**src/rtl/video_tmds_encoder.sv**
```systemverilog
// DVI 1.0 TMDS output stage: expands 4-bit RGB to 8 bits, applies optional
// scanline dimming and encodes three 10-bit channel symbols per pixel clock.
module video_tmds_encoder (
    input  logic       clk,
    input  logic       reset,
    input  logic [3:0] video_r,
    input  logic [3:0] video_g,
    input  logic [3:0] video_b,
    input  logic       video_de,
    input  logic       video_hsync,
    input  logic       video_vsync,
    input  logic       video_oddline,
    input  logic       scanline_en,
    output logic [9:0] tmds_r,
    output logic [9:0] tmds_g,
    output logic [9:0] tmds_b
);

    localparam logic [9:0] CTRL_00 = 10'b1101010100;
    localparam logic [9:0] CTRL_01 = 10'b0010101011;
    localparam logic [9:0] CTRL_10 = 10'b0101010100;
    localparam logic [9:0] CTRL_11 = 10'b1010101011;

    typedef struct packed {
        logic [9:0]        sym;
        logic signed [4:0] cnt;
    } enc_t;

    function automatic logic [7:0] expand(input logic [3:0] c, input logic dim);
        logic [7:0] v;
        v = {c, c};
        return dim ? {1'b0, v[7:1]} : v;
    endfunction

    function automatic logic [3:0] popcount8(input logic [7:0] v);
        logic [3:0] n;
        n = '0;
        for (int i = 0; i < 8; i++) n = n + {3'b000, v[i]};
        return n;
    endfunction

    function automatic logic [9:0] ctrl_code(input logic [1:0] c);
        logic [9:0] code;
        case (c)
            2'b00:   code = CTRL_00;
            2'b01:   code = CTRL_01;
            2'b10:   code = CTRL_10;
            default: code = CTRL_11;
        endcase
        return code;
    endfunction

    // Transition-minimising stage followed by DC-balancing against the running disparity.
    function automatic enc_t encode_data(input logic [7:0] d, input logic signed [4:0] cnt);
        logic [3:0]        n1;
        logic [3:0]        n1q;
        logic [8:0]        q_m;
        logic signed [5:0] wide;
        logic signed [4:0] diff;
        enc_t              r;
        n1     = popcount8(d);
        q_m    = '0;
        q_m[0] = d[0];
        if (n1 > 4'd4 || (n1 == 4'd4 && !d[0])) begin
            for (int i = 1; i < 8; i++) q_m[i] = ~(q_m[i-1] ^ d[i]);
            q_m[8] = 1'b0;
        end else begin
            for (int i = 1; i < 8; i++) q_m[i] = q_m[i-1] ^ d[i];
            q_m[8] = 1'b1;
        end

        // n1q - n0q == 2*n1q - 8, always within -8..+8
        n1q  = popcount8(q_m[7:0]);
        wide = $signed({1'b0, n1q, 1'b0}) - 6'sd8;
        diff = wide[4:0];

        if (cnt == 5'sd0 || diff == 5'sd0) begin
            r.sym = {~q_m[8], q_m[8], q_m[8] ? q_m[7:0] : ~q_m[7:0]};
            r.cnt = q_m[8] ? (cnt + diff) : (cnt - diff);
        end else if ((cnt > 5'sd0 && diff > 5'sd0) || (cnt < 5'sd0 && diff < 5'sd0)) begin
            r.sym = {1'b1, q_m[8], ~q_m[7:0]};
            r.cnt = cnt + (q_m[8] ? 5'sd2 : 5'sd0) - diff;
        end else begin
            r.sym = {1'b0, q_m[8], q_m[7:0]};
            r.cnt = cnt - (q_m[8] ? 5'sd0 : 5'sd2) + diff;
        end
        return r;
    endfunction

    logic [7:0]        d_r_s1, d_g_s1, d_b_s1;
    logic              de_s1, hsync_s1, vsync_s1;
    logic signed [4:0] cnt_r, cnt_g, cnt_b;
    enc_t              enc_r, enc_g, enc_b;
    logic              dim;

    assign dim = scanline_en & video_oddline;

    // NOTE: sequential state uses <= so every register samples pre-edge values;
    // the async reset sits in the sensitivity list so outputs clear without a clock.
    always_ff @(posedge clk or posedge reset) begin
        if (reset) begin
            d_r_s1   <= '0;
            d_g_s1   <= '0;
            d_b_s1   <= '0;
            de_s1    <= 1'b0;
            hsync_s1 <= 1'b0;
            vsync_s1 <= 1'b0;
        end else begin
            d_r_s1   <= expand(video_r, dim);
            d_g_s1   <= expand(video_g, dim);
            d_b_s1   <= expand(video_b, dim);
            de_s1    <= video_de;
            hsync_s1 <= video_hsync;
            vsync_s1 <= video_vsync;
        end
    end

    always_comb begin
        enc_r = encode_data(d_r_s1, cnt_r);
        enc_g = encode_data(d_g_s1, cnt_g);
        enc_b = encode_data(d_b_s1, cnt_b);
    end

    // Disparity clears on the same edge that emits the first control symbol.
    always_ff @(posedge clk or posedge reset) begin
        if (reset) begin
            tmds_r <= CTRL_00;
            tmds_g <= CTRL_00;
            tmds_b <= CTRL_00;
            cnt_r  <= '0;
            cnt_g  <= '0;
            cnt_b  <= '0;
        end else if (de_s1) begin
            tmds_r <= enc_r.sym;
            tmds_g <= enc_g.sym;
            tmds_b <= enc_b.sym;
            cnt_r  <= enc_r.cnt;
            cnt_g  <= enc_g.cnt;
            cnt_b  <= enc_b.cnt;
        end else begin
            tmds_r <= CTRL_00;
            tmds_g <= CTRL_00;
            tmds_b <= ctrl_code({vsync_s1, hsync_s1});
            cnt_r  <= '0;
            cnt_g  <= '0;
            cnt_b  <= '0;
        end
    end

endmodule

```
**config.mk**
```make
export PLATFORM = sky130hd
export DESIGN_NAME = video_tmds_encoder
export DESIGN_NICKNAME = d
export VERILOG_FILES = /design/src/rtl/video_tmds_encoder.sv
export SDC_FILE = /design/constraint.sdc
export NUM_CORES = 1
export LEC_CHECK = 0
export CAP_MARGIN = 10
export CORE_ASPECT_RATIO = 0.6
export CORE_UTILIZATION = 51
export DETAILED_ROUTE_END_ITERATION = 10
export MAX_ROUTING_LAYER = met4
export PLACE_DENSITY = 0.74
export SYNTH_ARGS = -nofsm -noshare
export SYNTH_HDL_FRONTEND = slang
export SYNTH_SLANG_ARGS = --single-unit
```
**constraint.sdc**
```tcl
create_clock -name clk -period 7.6 [get_ports clk]
set_input_delay 1.14 -clock clk [delete_from_list [all_inputs] [get_ports clk]]
set_output_delay 1.14 -clock clk [all_outputs]
set_load 0.05 [all_outputs]
```
==> load_flow_metrics.sql <==
INSERT INTO impl_metrics (metric_group, metric, value, unit) VALUES
('die', 'initial_core_util', '0.5330', ''),
('synthesis', 'synth_area_per_cell', '10.06', 'um^2'),
('clocking', 'cts_htree_levels', '3', ''),
('sta', 'hold_ws', '0.6873', 'ns'),
('synthesis', 'synth_async_sr_flop_share', '1.000', ''),
('final_layout', 'fin_cells', '818', ''),
('synthesis', 'synth_edf_count', '0', ''),
('synthesis', 'post-synth-top-area-cell', 'sky130_fd_sc_hd__dfrtp_1', ''),
('synthesis', 'synth_flop_cell', 'sky130_fd_sc_hd__dfrtp_1', ''),
('synthesis', 'synthesis_warnings', '0', ''),
('routing', 'postRouteWirelength', '13930', 'um'),
('worst_hold_path', 'min_to', 'cnt_b[1]$_DFF_PP0_', ''),
('critical_path', 'timing.critical_path.fanout_max', '3', ''),
('critical_path', 'cpMostUsedCell', 'sky130_fd_sc_hd__fa_1', ''),
('routing', 'drt_pass_1_iters', '8', ''),
('die', 'die_h', '84.21', 'um'),
('outcome', 'run_status', 'complete, but fails checks', ''),
('clocking', 'clock_latency', '0.34', 'ns'),
('sta', 'fin_crit_sh', '1.041', ''),
('critical_path', 'worstReg2RegStart', 'd_g_s1[3]$_DFF_PP0_', ''),
('synthesis', 'netlist_instances', '571', ''),
('synthesis', 'postSynthRegisterBits', '60', ''),
('final_layout', 'post_route_cell_area', '0.007281', 'mm^2'),
('routing', 'drt_drc_violations_left', '3', ''),
('die', 'core.rowCount', '29', ''),
('critical_path', 'crit_path_start', 'd_g_s1[3]$_DFF_PP0_', ''),
('placement', 'place_inst', '787', ''),
('sta', 'skew', '0.01094', 'ns'),
('critical_path', 'startpoint_type', 'flop', ''),
('final_layout', 'most_common_cell_after_layout_fill_and_taps_aside', 'sky130_fd_sc_hd__inv_1', ''),
('critical_path', 'critical_path.endpoint_type', 'flop', ''),
('die', 'die_width', '139.0', 'um'),
('clocking', 'clkSlewWorstSetupHoldPaths', '0.06', 'ns'),
('final_layout', 'final_cell_mix', 'sky130_fd_sc_hd__inv_1, sky130_fd_sc_hd__ha_1, sky130_fd_sc_hd__xnor2_1, sky130_fd_sc_hd__buf_4, sky130_fd_sc_hd__clkdlybuf4s50_1', ''),
('sta', 'timing.final.setup_violations', '9', ''),
('sta', 'worst_slew_pin_tran', '0.7915', 'ns'),
('die', 'die_area', '0.01171', 'mm^2'),
('critical_path', 'cp_data_required_time', '7.86', 'ns'),
('routing', 'detail_route.wl_per_cell', '17.02', 'um'),
('synthesis', 'synth_top_cell_area_share', '0.1960', ''),
('sta', 'final_critical_path_setup_slack', '-0.3122', 'ns'),
('final_layout', 'areaGrowthSynthToFinish', '26.75', '%'),
('sta', 'final-max-slew-violation-count', '0', ''),
('synthesis', 'syn_nets', '695', ''),
('final_layout', 'final_layout_size_suffix_gt1_frac', '0.2356', ''),
('routing', 'drt_iter0_drc', '223', ''),
('placement', 'port_buffers', '48', ''),
('synthesis', 'synth_sequential_area_ratio', '0.2646', ''),
('clocking', 'tritoncts_clock_tree', 'built', ''),
('sta', 'final.min_clock_period', '7.912', 'ns'),
('worst_hold_path', 'hp_start', 'cnt_b[1]$_DFF_PP0_', ''),
('job', 'max_cap_violations', '0', ''),
('critical_path', 'crit_type', 'reg2reg', ''),
('worst_hold_path', 'timing.hold.worst_path_depth', '3', ''),
('sta', 'timing.final.hold_violations', '0', ''),
('critical_path', 'critPathSlowestCell', 'sky130_fd_sc_hd__fa_1', ''),
('clocking', 'numCtsBuffers', '9', ''),
('global_route', 'grt_antenna_before_repair', '0', ''),
('synthesis', 'yosysUniqueCellTypes', '61', ''),
('final_layout', 'finalCoreUtilization', '0.6756', ''),
('outcome', 'violations', 'DRC, setup timing', ''),
('global_route', 'wire_length_of_the_first_global_routing_pass', '22490', 'um'),
('routing', 'final_antenna_net_count', '0', ''),
('sta', 'slew_headroom', '0.4723', ''),
('critical_path', 'worst-r2r-cell-count', '31', ''),
('synthesis', 'leading_cell_types_by_total_area_after_synthesis', 'sky130_fd_sc_hd__dfrtp_1, sky130_fd_sc_hd__ha_1, sky130_fd_sc_hd__fa_1, sky130_fd_sc_hd__xnor2_1, sky130_fd_sc_hd__dfstp_2', ''),
('critical_path', 'critPathTopFamily', 'adder cells', ''),
('die', 'floorplan.core_area', '0.01078', 'mm^2'),
('clocking', 'total_clock_sinks', '60', ''),
('critical_path', 'timing.reg2reg.setup_slack', '-0.31', 'ns'),
('global_route', 'grt_util_all_layers', '0.2566', '');
## layout make-up
class | instances | area [um^2]
clock inverters | 6 | 40.04
fillers | 798 | 3496
clock buffers | 10 | 239.0
flip-flops and latches | 60 | 1521
inverters | 89 | 349.1
well taps | 139 | 173.9
repair buffers | 103 | 915.9
multi-input cells | 411 | 4041
## worst max path at each step
stage,to,cells past startpoint
global route,cnt_g[4]$_DFF_PP0_,31
CTS,cnt_g[4]$_DFF_PP0_,31
finish,cnt_g[4]$_DFF_PP0_,31
detailed placement,cnt_g[4]$_DFF_PP0_,31
global placement,cnt_g[4]$_DFF_PP0_,31
floorplan,cnt_g[4]$_DFF_PP0_,31
## flip-flops by register name, summed over array words and instances (netlist names)
signal,count
tmds_r,10
tmds_b,10
cnt_r,4
d_r_s1,5
tmds_g,10
cnt_g,4
cnt_b,4
hsync_s1,1
vsync_s1,1
de_s1,1
d_g_s1,5
d_b_s1,5
## metal layers
layer / GRT usage / wire (um) / vias up
li1: - / - / 2080
met1: 0.3527 / 6619 / 2181
met2: 0.3916 / 6294 / 131
met3: 0.04392 / 676 / 29
met4: 0.07374 / 335 / 0
met5: - / 0 / -
## worst min-delay path, delay by kind of cell (launching register included)
kind	cells	cell delay, ns
AOI/OAI and AO/OA	1	0.05
DFF	1	0.37
adders and majority gates	1	0.15
and+or+nand+nor	1	0.07
## metrics by stage
step / TNS (ns) / setup WS [ns]
after detailed placement: -1.415 / -0.3848
after floorplan: -0.2805 / -0.2805
after CTS: -0.4518 / -0.3315
after global routing: -4.042 / -0.6311
final: -0.9554 / -0.3122
after global placement: -0.2663 / -0.1286
## repair_timing
item,in CTS,in global routing
pin swaps,15,16
buffers inserted,10,6
endpoints found under the setup margin,11,15
cloned,0,0
resized for setup,20,24
## cell usage after synthesis, types with 6 or more instances
| master | number |
|---|---|
| sky130_fd_sc_hd__inv_1 | 88 |
| sky130_fd_sc_hd__ha_1 | 68 |
| sky130_fd_sc_hd__xnor2_1 | 57 |
| sky130_fd_sc_hd__dfrtp_1 | 45 |
| sky130_fd_sc_hd__fa_1 | 37 |
| sky130_fd_sc_hd__nor2_1 | 28 |
| sky130_fd_sc_hd__nand2_1 | 26 |
| sky130_fd_sc_hd__a21oi_1 | 24 |
| sky130_fd_sc_hd__xor2_1 | 23 |
| sky130_fd_sc_hd__o21ai_0 | 19 |
| sky130_fd_sc_hd__dfstp_2 | 15 |
| sky130_fd_sc_hd__a21o_1 | 14 |
| sky130_fd_sc_hd__mux2_2 | 10 |
| sky130_fd_sc_hd__mux2i_1 | 10 |
| sky130_fd_sc_hd__clkbuf_1 | 9 |
| sky130_fd_sc_hd__or3_1 | 6 |
## logic make-up (layout without fill, tap and decap cells)
| family | Yosys count | count (layout) | synth area share |
|---|---|---|---|
| adders and majority gates | 105 | 105 | 0.2771 |
| AOI/OAI and AO/OA | 100 | 100 | 0.1242 |
| buffers and inverters | 100 | 208 | 0.06622 |
| and+or+nand+nor | 97 | 97 | 0.08343 |
| xor gates and xnor gates | 89 | 89 | 0.1475 |
| DFF | 60 | 60 | 0.2646 |
| muxes | 20 | 20 | 0.03703 |
Power is left out: the tool's default activity adds up to more than one toggle a clock period on the data nets, which glitch-free logic cannot reach.
